`config.mk`:
```
export PLATFORM = sky130hd
export DESIGN_NAME = shared_out_arbiter
export DESIGN_NICKNAME = d
export VERILOG_FILES = /design/src/rtl/shared_out_arb_pkg.sv /design/src/rtl/rr_pick.sv /design/src/rtl/shared_out_arbiter.sv
export SDC_FILE = /design/constraint.sdc
export NUM_CORES = 1
export LEC_CHECK = 0
export CAP_MARGIN = 20
export CORE_MARGIN = 5
export CORE_UTILIZATION = 30
export CTS_CLUSTER_DIAMETER = 60
export DETAILED_ROUTE_END_ITERATION = 8
export RECOVER_POWER = 100
export SKIP_CTS_REPAIR_TIMING = 1
export SYNTH_ARGS = -nofsm -noshare
export SYNTH_HDL_FRONTEND = slang
export SYNTH_SLANG_ARGS = --single-unit
```
`constraint.sdc`:
```
create_clock -name clk -period 5.28 [get_ports clk]
set_input_delay 1.32 -clock clk [delete_from_list [all_inputs] [get_ports clk]]
set_output_delay 1.32 -clock clk [all_outputs]
set_load 0.03 [all_outputs]
```
`src/rtl/shared_out_arb_pkg.sv`:
```
// ---------------------------------------------------------------------------
// shared_out_arb_pkg : state encoding and default sizing for shared_out_arbiter
// Revision: 1.0
// ---------------------------------------------------------------------------
`default_nettype none

package shared_out_arb_pkg;

  typedef enum logic [0:0] {
    IDLE  = 1'b0,
    GRANT = 1'b1
  } state_e;

  localparam int DEF_NUM_REQ     = 6;
  localparam int DEF_HOLD_CYCLES = 4;

endpackage

`default_nettype wire

```
`src/rtl/rr_pick.sv`:
```
// ---------------------------------------------------------------------------
// rr_pick : combinational round-robin selector starting the scan at ptr_i
// Revision: 1.0
// ---------------------------------------------------------------------------
`default_nettype none

module rr_pick #(
  parameter int NUM_REQ = 6,
  parameter int IDX_W   = $clog2(NUM_REQ)
) (
  input  logic [NUM_REQ-1:0] req_i,
  input  logic [IDX_W-1:0]   ptr_i,
  output logic [NUM_REQ-1:0] pick_o,
  output logic [IDX_W-1:0]   idx_o,
  output logic               any_o
);

  int j;

  // Scan backwards so the last hit written is the first one in round-robin order.
  always_comb begin
    idx_o = '0;
    j     = 0;
    for (int i = NUM_REQ - 1; i >= 0; i--) begin
      j = (int'(ptr_i) + i) % NUM_REQ;
      if (req_i[j]) begin
        idx_o = IDX_W'(j);
      end
    end
  end

  assign any_o  = |req_i;
  assign pick_o = any_o ? (NUM_REQ'(1) << idx_o) : '0;

endmodule

`default_nettype wire

```
`src/rtl/shared_out_arbiter.sv`:
```
// ---------------------------------------------------------------------------
// shared_out_arbiter : round-robin owner of one shared 1-bit net, registered out
// Revision: 1.0
// ---------------------------------------------------------------------------
`default_nettype none

module shared_out_arbiter
  import shared_out_arb_pkg::*;
#(
  parameter int NUM_REQ     = DEF_NUM_REQ,
  parameter int HOLD_CYCLES = DEF_HOLD_CYCLES
) (
  input  logic               clk,
  input  logic               rst,
  input  logic [NUM_REQ-1:0] req,
  input  logic [NUM_REQ-1:0] data_in,
  output logic [NUM_REQ-1:0] grant,
  output logic               out,
  output logic               out_valid,
  output logic               busy
);

  localparam int CNT_W = $clog2(HOLD_CYCLES + 1);
  localparam int IDX_W = $clog2(NUM_REQ);

  state_e             state_q, state_d;
  logic [NUM_REQ-1:0] grant_q, grant_d;
  logic [IDX_W-1:0]   owner_q, owner_d;
  logic [IDX_W-1:0]   rr_ptr_q, rr_ptr_d;
  logic [CNT_W-1:0]   cnt_q, cnt_d;
  logic               out_q, out_d;
  logic               out_valid_q, out_valid_d;

  logic [IDX_W-1:0]   owner_inc;
  logic [IDX_W-1:0]   pick_ptr;
  logic [NUM_REQ-1:0] pick_onehot;
  logic [IDX_W-1:0]   pick_idx;
  logic               pick_any;
  logic               release_now;

  assign owner_inc   = (owner_q == IDX_W'(NUM_REQ - 1)) ? '0 : owner_q + 1'b1;
  // In GRANT the picker already sees the post-release pointer, giving zero-bubble handover.
  assign pick_ptr    = (state_q == GRANT) ? owner_inc : rr_ptr_q;
  assign release_now = !req[owner_q] || (cnt_q == CNT_W'(HOLD_CYCLES));

  rr_pick #(
    .NUM_REQ (NUM_REQ),
    .IDX_W   (IDX_W)
  ) u_rr_pick (
    .req_i  (req),
    .ptr_i  (pick_ptr),
    .pick_o (pick_onehot),
    .idx_o  (pick_idx),
    .any_o  (pick_any)
  );

  always_comb begin
    state_d     = state_q;
    grant_d     = grant_q;
    owner_d     = owner_q;
    rr_ptr_d    = rr_ptr_q;
    cnt_d       = cnt_q;
    out_d       = (state_q == GRANT) && data_in[owner_q];
    out_valid_d = (state_q == GRANT);
    case (state_q)
      IDLE: begin
        if (pick_any) begin
          state_d = GRANT;
          grant_d = pick_onehot;
          owner_d = pick_idx;
          cnt_d   = CNT_W'(1);
        end
      end
      GRANT: begin
        if (!release_now) begin
          cnt_d = cnt_q + 1'b1;
        end else begin
          rr_ptr_d = owner_inc;
          if (pick_any) begin
            grant_d = pick_onehot;
            owner_d = pick_idx;
            cnt_d   = CNT_W'(1);
          end else begin
            grant_d = '0;
            state_d = IDLE;
          end
        end
      end
      default: state_d = IDLE;
    endcase
  end

  always_ff @(posedge clk) begin
    if (rst) begin
      state_q     <= IDLE;
      grant_q     <= '0;
      owner_q     <= '0;
      rr_ptr_q    <= '0;
      cnt_q       <= '0;
      out_q       <= 1'b0;
      out_valid_q <= 1'b0;
    end else begin
      state_q     <= state_d;
      grant_q     <= grant_d;
      owner_q     <= owner_d;
      rr_ptr_q    <= rr_ptr_d;
      cnt_q       <= cnt_d;
      out_q       <= out_d;
      out_valid_q <= out_valid_d;
    end
  end

  assign grant     = grant_q;
  assign out       = out_q;
  assign out_valid = out_valid_q;
  assign busy      = (state_q == GRANT);

endmodule

`default_nettype wire
```
# == Yosys cells after proc, flatten, opt, wreduce, memory -nomap -nowiden ==
# Index checks and enable logic that the tools add are counted.
# classes
order_cmp,7
bitwise,1
n_mux,43
n_shift,1
n_div,6
add_sub_neg,7
n_reduce_logical,6
eq_ne,4
# ops
op,count
"< comparator 32 x 5 -> 1 bit, second input constant",6
"remainder unit 32 x 4 -> 32 bit, second input constant",5
2-to-1 mux 3 bit,12
"remainder unit 4 x 4 -> 32 bit, second input constant",1
binary-select mux 1 bit (select 3 bit),8
2-to-1 mux 6 bit,3
2-to-1 mux 1 bit,16
case mux 3 bit (2 select lines),2
case mux 6 bit (2 select lines),1
"adder 3 x 2 -> 4 bit, second input constant",2
"adder 3 x 3 -> 4 bit, second input constant",2
"adder 3 x 1 -> 3 bit, second input constant",2
"equality test 3 bit, second input constant",2
OR reduction 6 bit,1
"left shift 1 x 3 -> 6 bit, first input constant",1
"adder 3 x 1 -> 4 bit, second input constant",1
"< comparator 3 x 4 -> 1 bit, second input constant",1
AND reduction 2 bit,2
"inequality test 2 x 1 -> 1 bit, second input constant",1
"inequality test 2 bit, second input constant",1
case mux 1 bit (2 select lines),1
logical AND 1 bit,1
zero test 1 bit,1
logical OR 1 bit,1
inverter 1 bit,1
# totals
output_inout_bits,9
in_bits,14
elab_cells,82
ff_bits,18

# == Logic depth before layout (Yosys ltp) ==
# Gate-level depths: netlist of the first run.
# logic_depth
word_depth,18
ltp_mapped,20
mapped_depth_nobuf,18

# == By module ==
# A second synthesis of the first run with hierarchy kept.
# hier_totals
hier_cells,273
hier_area_um2,2193.4
# by_module_without_submodules
module,area_each_um2,instances,cells_per_inst
rr_pick,1153.6,1,163
shared_out_arbiter,1039.7,1,110

# == Worst setup path before layout of the first run ==
# Ideal clock, no wire load.
# synth_timing
path_type,register -> register
from,"register state_q, in the netlist busy"
to,"register grant_q[3], in the netlist grant[3]"
n_path_buf,3
period_less_slack_ns,4.269
path_slack_ns,1.011
stages_incl_launch_ff,20
setup_ns,0.117
arrival_ns,4.151
required_ns,5.163
path_cell_list,dfxtp_1 -> buf_2 -> nand2b_1 -> nand2_2 -> clkbuf_1 -> ha_1 -> clkbuf_1 -> nor3b_1 -> a31oi_1 -> nand2_1 -> inv_1 -> ha_1 -> nor2b_1 -> a22oi_1 -> o22a_1 -> mux2i_1 -> nand3_1 -> a311o_1 -> o21a_1 -> a32o_1
# synth_between
elab_chain_cells,16
word_cells_on_any_way,45
classes_between,add/sub: 5; div: 6; eq/ne: 2; shift: 1; mux: 29; bitwise: 1; reduce/logical: 1
# synth_lines
item,line_no,text
"start, declared",shared_out_arbiter.sv:26,"state_e state_q, state_d;"
"start signal, assigned",shared_out_arbiter.sv:103,state_q <= state_d;
2-to-1 mux 3 bit,shared_out_arbiter.sv:43,assign pick_ptr = (state_q == GRANT) ? owner_inc : rr_ptr_q;
adder 3 x 3 -> 4 bit,rr_pick.sv:25,j = (int'(ptr_i) + i) % NUM_REQ;
remainder unit 32 x 4 -> 32 bit,rr_pick.sv:25,
binary-select mux 1 bit (select 3 bit),rr_pick.sv:26,if (req_i[j]) begin
2-to-1 mux 1 bit (implied by the code) (2 in a row),rr_pick.sv:26,
2-to-1 mux 3 bit (6 in a row),rr_pick.sv:26,
left shift 1 x 3 -> 6 bit,rr_pick.sv:33,assign pick_o = any_o ? (NUM_REQ'(1) << idx_o) : '0;
2-to-1 mux 6 bit,shared_out_arbiter.sv:79,if (pick_any) begin
2-to-1 mux 6 bit,shared_out_arbiter.sv:75,if (!release_now) begin
case mux 6 bit (2 select lines),shared_out_arbiter.sv:65,case (state_q)
"end signal, assigned",shared_out_arbiter.sv:104,grant_q <= grant_d;
"end, declared",shared_out_arbiter.sv:27,"logic [NUM_REQ-1:0] grant_q, grant_d;"
# Parallel ways exist; a longest one is shown, timed or not. The select of a mux whose other input is x is not followed.
# A chain may end at the register's enable or synchronous reset.

# == Worst setup path in the final report of the first run ==
# layout_timing
from,register owner_q[0]
to,"register grant_q[0], in the netlist grant[0]"
# layout_between
elab_chain_cells,18
word_cells_on_any_way,50
classes_between,add/sub: 6; div: 6; eq/ne: 2; shift: 1; mux: 32; reduce/logical: 3
# layout_lines
item,line_no,text
"start, declared",shared_out_arbiter.sv:28,"logic [IDX_W-1:0] owner_q, owner_d;"
"start signal, assigned",shared_out_arbiter.sv:105,owner_q <= owner_d;
adder 3 x 1 -> 3 bit / equality test 3 bit (equally long branches),shared_out_arbiter.sv:41,assign owner_inc = (owner_q == IDX_W'(NUM_REQ - 1)) ? '0 : owner_q + 1'b1;
2-to-1 mux 3 bit,shared_out_arbiter.sv:41,
2-to-1 mux 3 bit,shared_out_arbiter.sv:43,
adder 3 x 3 -> 4 bit,rr_pick.sv:25,
remainder unit 32 x 4 -> 32 bit,rr_pick.sv:25,
binary-select mux 1 bit (select 3 bit),rr_pick.sv:26,
2-to-1 mux 1 bit (implied by the code) (2 in a row),rr_pick.sv:26,
2-to-1 mux 3 bit (6 in a row),rr_pick.sv:26,
left shift 1 x 3 -> 6 bit,rr_pick.sv:33,
2-to-1 mux 6 bit,shared_out_arbiter.sv:79,
2-to-1 mux 6 bit,shared_out_arbiter.sv:75,
case mux 6 bit (2 select lines),shared_out_arbiter.sv:65,
# Parallel ways exist; a longest one is shown, timed or not. The select of a mux whose other input is x is not followed.

==> results of run 1 <==
[registers in the layout, indices dropped and copies added, names as in the netlist]
| signal | cells |
|---|---|
| grant | 6 |
| cnt_q | 3 |
| owner_q | 3 |
| rr_ptr_q | 3 |
| busy | 1 |
| out | 1 |
| out_valid | 1 |
[worst max-delay path by stage]
stage | start | end | slack [ns] | cells after the start
2_1_floorplan | busy | grant[3] | 1.01 | 19
3_3_place_gp | owner_q[0] | grant[4] | 0.71 | 16
3_5_place_dp | owner_q[0] | grant[0] | 0.64 | 17
4_1_cts | owner_q[0] | grant[0] | 0.60 | 17
5_1_grt | owner_q[0] | grant[4] | 0.01 | 16
6_report | owner_q[0] | grant[0] | 0.55 | 17
[report_power, final]
group          switching [mW]  total (mW)  internal, mW
Combinational           0.669        1.13         0.461
Sequential             0.0465       0.220         0.173
Clock                  0.0464       0.113        0.0662
Total                   0.762        1.46         0.701
[through the flow]
step | area [µm²] | power [mW] | hold WS [ns] | instances | util (%)
finish | 2450 | 1.46 | 0.468 | 380 | 35.8
global route | 2450 | 1.60 | 0.493 | 380 | 35.8
CTS | 2450 | 1.47 | 0.471 | 380 | 35.9
detailed placement | 2400 | 1.35 | 0.457 | 376 | 35.1
global placement | 2400 | 1.35 | 0.457 | 376 | 35.1
floorplan | 2120 | 1.11 | 0.457 | 270 | -
[worst min-delay path, stage by stage, from the launching register on]
cell and delay, ns:
dfxtp_1 0.33, nand2_1 0.05, o31ai_1 0.05
[layout make-up]
class                           count  area, µm²
Fill cell                         729       4380
Multi-Input combinational cell    224       1630
Sequential cell                    18        360
Timing Repair Buffer               22        220
Tap cell                           96        120
Inverter                           16       60.1
Clock buffer                        4       55.1
[cells by family after synthesis]
family | Yosys count | share of synthesized area [%]
AND/OR/NAND/NOR | 103 | 24.7
AO/OA/AOI/OAI | 87 | 31.5
buffers and inverters | 28 | 5.62
multiplexers | 21 | 13.8
flip-flops | 18 | 17.0
adder cells (fa/ha/maj) | 11 | 6.50
XOR/XNOR | 2 | 0.828
[cells in the mapped netlist (2+ instances only)]
| cell | n |
|---|---|
| nand3_1 | 14 |
| a32o_1 | 2 |
| nor3_1 | 9 |
| a21oi_1 | 13 |
| and3_1 | 2 |
| nor2_1 | 23 |
| buf_2 | 2 |
| and2_1 | 8 |
| nand2b_1 | 5 |
| a21o_1 | 2 |
| a211oi_1 | 7 |
| nand3b_1 | 2 |
| xnor2_1 | 2 |
| a22oi_1 | 6 |
| inv_1 | 14 |
| a211o_1 | 2 |
| o21ai_0 | 13 |
| mux2i_1 | 12 |
| or3_1 | 2 |
| a31oi_1 | 3 |
| o32ai_1 | 2 |
| nor4_1 | 3 |
| nor2b_1 | 6 |
| mux2_2 | 2 |
| nand2_1 | 19 |
| o31ai_1 | 5 |
| o21a_1 | 3 |
| ha_1 | 11 |
| or2_2 | 3 |
| a311o_1 | 2 |
| or4_1 | 2 |
| dfxtp_1 | 18 |
| a31o_2 | 2 |
| clkbuf_1 | 8 |
| o211ai_1 | 5 |
| mux4_2 | 6 |
| o21ai_1 | 2 |
[routing by layer]
| metal | wire length [µm] | GRT usage (%) | vias up | part of all wire [%] |
|---|---|---|---|---|
| li1 | - | - | 1054 | - |
| met1 | 2880 | 19.0 | 1042 | 49 |
| met2 | 2490 | 21.1 | 84 | 43 |
| met3 | 298 | 1.28 | 16 | 5.1 |
| met4 | 156 | 4.69 | 0 | 2.7 |
| met5 | 0 | 0 | - | 0 |
==> results.toml, run 1 <==
[sta]
fin_crit_sh_pct = 89.6
slew_headroom_pct = 57.4
finalSetupTns_ns = 0
worst_slew_pin_slew_ns = 0.632
clock_skew_ns = 0.00165
rsz0062_at_grt = "no"
setup_viol = 0
clock.fmax_ghz = 0.211
min_period_ns = 4.73
finalHoldViolCount = 0
setup_ws_ns = 0.551
slew_violations = 0

[place]
gp_congestion = 0.896
hpwl_mm = 4.54
io_buffers = 22
pre_cts_slack_ns = 0.638

[grt]
antenna_found_initial = 0
grt_max_degree = 20
grt_first_pass_wirelength_mm = 9.89
grt_pass1_vias = 2078
globalRoute.totalOverflow = 0
grt_usage_pct = 13.4

[cts]
cts_root_buf = "clkbuf_8"
clock-sinks = 18
htree_levels = 1
cts_made_buffers = 3
clkTransAtPathRegs_ns = 0.07
cts_tree = "done"
cts_buffer_depth = 2
clk_latency_ns = 0.25

[layout]
drive_gt1_share_pct = 9.86
layout_common_cells = "nor2_1 (23), nand2_1 (19), dfxtp_1 (18)"
final_common_cell = "nor2_1"
antenna_cells = 0
nets = 310
syn2layout_area_growth_pct = 15.7

[die]
initial_core_util_pct = 31.0
dieArea_mm2 = 0.00883
die-width_um = 94.0
core_mm2 = 0.00683
io_pins = 23
num_rows = 30
die_h_um = 94.0

[synthesis]
seq_area_frac_synth_pct = 17.0
synth.avg_cell_area_um2 = 7.84
synth-edff-count = 0
synth.cell_area_mm2 = 0.00212
ys_seq_elements = 18
ys_types = 65
yosys-top-cells-area = "dfxtp_1 (17%), ha_1 (6.5%), mux4_2 (6.4%), mux2i_1 (5.7%), nor2_1 (4.1%)"
yosysTopAreaCell = "dfxtp_1"
synth_top_area_share_pct = 17.0
synth_nets = 295
synthCells = 270
synth_warnings = 0
synth_ff_type = "dfxtp_1"
synth_async_sr_flop_share_pct = 0

[setup_path]
cp-start-kind = "flop"
path_cells = "mux2i_1 > mux2i_1 > inv_1 > ha_1 > and2_1 > a31oi_1 > nand2_1 > inv_1 > ha_1 > nor2b_1 > a22oi_1 > o22a_1 > mux2i_1 > nand3_1 > a311o_1 > o21a_1 > o31ai_1"
critPathBufInv = 2
cpLargestDelayFamily = "compound AO/OA/AOI/OAI gates"
cp_max_fo = 14
crit_path_end_kind = "flop"
cp_slowest_cell = "dfxtp_1"
r2r-end = "grant[0]"
r2r-start = "owner_q[0]"
arrival_ns = 4.89
ff2ff_path_depth = 17
cp_data_required_time_ns = 5.44
max_stage_delay_ns = 0.63
r2r_slack_ns = 0.55
worst_path_most_repeated_cell = "mux2i_1"
critPathKind = "reg2reg"

[detailed_routing]
drt-total-wl_mm = 5.82
avgViaCountPerCell = 5.78
drtIter0Drc = 211
num_vias = 2196
wire_per_inst_um = 15.3
drtAntennaViolNets = 0
first_pass_iters = 5
drc = 0

[worst_hold_path]
min_path_cells = 2
worstHoldStart = "grant[1]"
hold_class = "reg2reg"
hold_path_end = "grant[1]"

[job]
maxCapViolCount = 0

[power]
power_density_mw_per_mm2 = 598
leakage_nw = 0.946
ir_drop_mv = 0.224

[outcome]
status = "complete, no violations"
Power figures use the tool's default switching activity.
==> inputs of run 2 (changes only) <==
==> constraint.sdc (replaced) <==
create_clock -name clk -period 6.06 [get_ports clk]
set_input_delay 1.515 -clock clk [delete_from_list [all_inputs] [get_ports clk]]
set_output_delay 1.515 -clock clk [all_outputs]
set_load 0.03 [all_outputs]
==> run 2 against run 1 <==
Routed wire length is 0.46% lower. Non-clock buffer count stayed put. Fmax is 1.9% lower. Final cell count stayed put. Sequential share of layout area hardly changed. Worst setup slack better by 0.69 ns. Combinational power is 14% lower. First-iteration DRC count is 23% higher. Die area stayed put. Sequential power is 13% lower. Clock-buffer cell count stayed put. Hold slack worse by 0.0096 ns. Largest cell class unchanged.
==> results.toml, run 2 (synthesized netlist as in run 1, its figures left out) <==
[grt]
grt_pass1_vias = 2148
antenna_found_initial = 0
grt_max_degree = 20
globalRoute.totalOverflow = 0
grt_first_pass_wirelength_mm = 10.1
grt_usage_pct = 13.6

[die]
initial_core_util_pct = 31.0
io_pins = 23
dieArea_mm2 = 0.00883
core_mm2 = 0.00683
num_rows = 30
die_h_um = 94.0
die-width_um = 94.0

[cts]
htree_levels = 1
clock-sinks = 18
clk_latency_ns = 0.25
clkTransAtPathRegs_ns = 0.07
cts_made_buffers = 3
cts_root_buf = "clkbuf_8"
cts_tree = "done"
cts_buffer_depth = 2

[power]
design_power_total_mw = 1.26
leakage_nw = 0.944
ir_drop_mv = 0.202
power_density_mw_per_mm2 = 518

[setup_path]
max_stage_delay_ns = 0.64
r2r-start = "owner_q[0]"
path_cells = "mux2i_1 > mux2i_1 > inv_1 > ha_1 > and2_0 > a31oi_1 > nand2_1 > inv_1 > ha_1 > nor2b_1 > a211oi_1 > a211o_1 > a41oi_1 > a21oi_1 > a311oi_1 > o31ai_1"
critPathBufInv = 2
cpLargestDelayFamily = "compound AO/OA/AOI/OAI gates"
crit_path_start = "owner_q[0]"
cp_data_required_time_ns = 6.18
cp-start-kind = "flop"
cp_max_fo = 14
cp_slowest_cell = "dfxtp_1"
arrival_ns = 4.93
crit_path_end_kind = "flop"
critPathKind = "reg2reg"

[detailed_routing]
drtIter0Drc = 260
drt-total-wl_mm = 5.79
drtAntennaViolNets = 0
num_vias = 2157
first_pass_iters = 5
wire_per_inst_um = 15.2
drc = 0
avgViaCountPerCell = 5.68

[sta]
min_period_ns = 4.82
fin_crit_sh_pct = 79.5
finalHoldViolCount = 0
worst_slew_pin_slew_ns = 0.641
finalSetupTns_ns = 0
slew_violations = 0
rsz0062_at_grt = "no"
setup_ws_ns = 1.24
setup_viol = 0
clock_skew_ns = 0.00683
clock.fmax_ghz = 0.208
slew_headroom_pct = 56.8

[layout]
largest_register_ffs = 6
layout_common_cells = "nor2_1 (23), nand2_1 (19), dfxtp_1 (18)"
nets = 310
drive_gt1_share_pct = 9.51
antenna_cells = 0
syn2layout_area_growth_pct = 15.3
instances_no_fill = 380
final_common_cell = "nor2_1"
fin_util_pct = 35.7

[place]
hpwl_mm = 4.55
pre_cts_slack_ns = 1.39
dp_cells = 376
io_buffers = 22
gp_congestion = 0.896

[job]
maxCapViolCount = 0

[worst_hold_path]
hold_class = "reg2reg"
worstHoldStart = "grant[1]"

[outcome]
status = "complete, no violations"
-- run 2: cell count changes in the layout (fill, tap and decap cells not counted) --
cell,before,now
o21ai_1,2,1
a41oi_1,0,1
and2_0,2,3
a41oi_2,1,0
o21ai_0,13,14
and2_1,6,5
-- run 2: area by class of cell --
cell class,count,area [µm²]
multi-input cells,224,1620
flip-flops and latches,18,360
inverters,16,60.1
well taps,96,120
clock buffers,4,55.1
repair buffers,22,220
fillers,737,4390
-- run 2: report_power, final --
group | leakage (nW) | switching [mW] | internal, mW | total (mW)
Sequential | 0.148 | 0.0398 | 0.151 | 0.191
Clock | 0.0288 | 0.0409 | 0.0577 | 0.0986
Combinational | 0.768 | 0.576 | 0.399 | 0.974
Total | 0.944 | 0.656 | 0.607 | 1.26
-- run 2: worst paths after layout --
path / endpoint / slack, ns / cells after the start
max: grant[5] / 1.24 / 16
min reg2reg: grant[1] / 0.46 / 2
min: grant[1] / 0.46 / 2
max reg2reg: grant[5] / 1.24 / 16
-- run 2: worst register-to-register path, stage by stage, from the launching register on --
cell,delay (ns)
dfxtp_1,0.64
mux2i_1,0.19
mux2i_1,0.44
inv_1,0.23
ha_1,0.35
and2_0,0.20
a31oi_1,0.36
nand2_1,0.09
inv_1,0.09
ha_1,0.22
nor2b_1,0.28
a211oi_1,0.17
a211o_1,0.31
a41oi_1,0.28
a21oi_1,0.14
a311oi_1,0.53
o31ai_1,0.16
-- run 2: per-layer routing --
layer  part of all wire (%)  vias to the layer above  wire length (µm)  global-route usage (%)
li1                       -                     1060                 -                       -
met1                     49                     1005              2810                    18.9
met2                     44                       84              2560                    22.1
met3                    5.6                        8               324                    1.44
met4                    1.6                        0                90                    4.09
met5                      0                        -                 0                       0
-- run 2: metrics by stage --
stage,hold slack (ns),cell area (µm²)
floorplan,0.457,2120
global route,0.493,2440
detailed placement,0.453,2400
CTS,0.469,2450
finish,0.458,2440
global placement,0.457,2400
==> inputs of run 3 (changes only) <==
==> constraint.sdc (replaced) <==
create_clock -name clk -period 4.75 [get_ports clk]
set_input_delay 1.1875 -clock clk [delete_from_list [all_inputs] [get_ports clk]]
set_output_delay 1.1875 -clock clk [all_outputs]
set_load 0.03 [all_outputs]
==> run 3 against run 2 <==
Clock-buffer cell count down 1. Flip-flop and latch count unchanged. Clock power grew 8%. Critical path type unchanged. Worst setup slack got worse by 0.76 ns. Final area grew 1.6%. Sequential share of layout area fell by 0.23 points.
==> results.toml, run 3 (synthesized netlist as in run 1, its figures left out) <==
[setup_path]
r2r_slack_ns = 0.49
arrival_ns = 4.42
max_stage_delay_ns = 0.49
r2r-start = "owner_q[2]"
cp-start-kind = "flop"
critPathBufInv = 3
path_cells = "nand2b_1 > mux2i_1 > mux2i_2 > inv_1 > ha_1 > and2_1 > a31oi_1 > buf_4 > nand2_1 > inv_1 > ha_1 > nor2b_1 > a22oi_1 > o22a_1 > mux2i_1 > nand3_1 > a311o_1 > o21a_1 > o31ai_1"
cp_data_required_time_ns = 4.91
cpLargestDelayFamily = "compound AO/OA/AOI/OAI gates"
r2r-end = "grant[4]"
ff2ff_path_depth = 19
cp_slowest_cell = "dfxtp_1"
critPathKind = "reg2reg"
cp_max_fo = 9
crit_path_end_kind = "flop"

[sta]
rsz0062_at_grt = "no"
fin_crit_sh_pct = 89.8
slew_headroom_pct = 54.6
min_period_ns = 4.26
slew_violations = 0
finalHoldViolCount = 0
clock_skew_ns = 0.00331
setup_viol = 0
finalSetupTns_ns = 0
clock.fmax_ghz = 0.235
worst_slew_pin_slew_ns = 0.674

[worst_hold_path]
worstHoldStart = "grant[5]"
hold_path_end = "grant[5]"
min_path_cells = 2
hold_class = "reg2reg"

[power]
power_density_mw_per_mm2 = 665
leakage_nw = 0.963
ir_drop_mv = 0.280

[die]
dieArea_mm2 = 0.00883
die-width_um = 94.0
io_pins = 23
num_rows = 30
die_h_um = 94.0
core_mm2 = 0.00683
initial_core_util_pct = 31.0

[grt]
grt_use_met1_pct = 19.3
globalRoute.totalOverflow = 0
grt_max_degree = 19
grt_usage_pct = 13.6
grt.met3_usage_pct = 1.84
grt_pass1_vias = 2035
antenna_found_initial = 0
top_usage_layer = "met2"
gr-usage-met2_pct = 21.4
grt_first_pass_wirelength_mm = 9.83

[detailed_routing]
drtAntennaViolNets = 0
drt-total-wl_mm = 5.90
drc = 0
avgViaCountPerCell = 5.73
first_pass_iters = 5
drtIter0Drc = 140
num_vias = 2200
wire_per_inst_um = 15.4

[cts]
cts_tree = "done"
cts_buffer_depth = 2
clock-sinks = 18
clkTransAtPathRegs_ns = 0.06
cts_root_buf = "clkbuf_8"
htree_levels = 1
clk_latency_ns = 0.25
cts_made_buffers = 3

[layout]
antenna_cells = 0
largest_register_ffs = 6
fill_cells = 760
area.sequential_um2 = 360
syn2layout_area_growth_pct = 17.1
nets = 315
multi_input_area_mm2 = 0.00164
final_common_cell = "nor2_1"
drive_gt1_share_pct = 11.8
final_area_mm2 = 0.00248
layout_common_cells = "nor2_1 (23), nand2_1 (19), dfxtp_1 (18)"

[place]
post_dp_cell_area_mm2 = 0.00243
hpwl_mm = 4.68
gp_congestion = 0.903
io_buffers = 22

[outcome]
status = "complete, no violations"

[job]
maxCapViolCount = 0
==> run 3: cell types whose count changed in the layout (fill, tap and decap cells not counted), sizes merged <==
| cell | delta |
|---|---|
| clkbuf | -1 |
| buf | +5 |
==> run 3: cell type report <==
cell class                      instances  share of cell area, %
Tap cell                               96                   4.85
Multi-Input combinational cell        224                   66.1
Inverter                               16                   2.42
Timing Repair Buffer                   27                   10.4
Sequential cell                        18                   14.5
Clock buffer                            3                   1.67
==> run 3: metrics by stage <==
stage	hold WS [ns]	utilization (%)	total power, mW	cells	setup slack, ns
5_1_grt	0.476	36.3	1.80	384	0.0321
3_3_place_gp	0.451	35.6	1.53	381	0.545
3_5_place_dp	0.443	35.6	1.53	381	0.457
6_report	0.448	36.3	1.65	384	0.487
2_1_floorplan	0.457	-	1.23	270	0.481
4_1_cts	0.460	36.2	1.64	384	0.438
==> run 3: how the worst max path moves through the flow <==
stage	start	to	slack [ns]	cells past startpoint
final	owner_q[2]	grant[4]	0.49	19
after global routing	owner_q[2]	grant[0]	0.03	18
after CTS	owner_q[2]	grant[4]	0.44	18
after detailed placement	owner_q[2]	grant[3]	0.46	19
after global placement	owner_q[2]	grant[4]	0.55	19
after floorplan	busy	grant[3]	0.48	19
==> run 3: worst min-delay path: stages, from the launching register on <==
cell	delay (ns)
dfxtp_1	0.32
nand2_1	0.05
o31ai_1	0.05
==> run 3: per-layer routing <==
layer,vias up,part of all wire (%)
met2,97,45
met3,11,6.6
met4,0,1.5
li1,1061,-
met1,1031,47
met5,-,0
==> run 3: power breakdown <==
| group | switching, mW | total, mW | internal (mW) |
|---|---|---|---|
| logic | 0.782 | 1.32 | 0.536 |
| registers | 0.0327 | 0.225 | 0.193 |
| clock network | 0.0493 | 0.106 | 0.0563 |
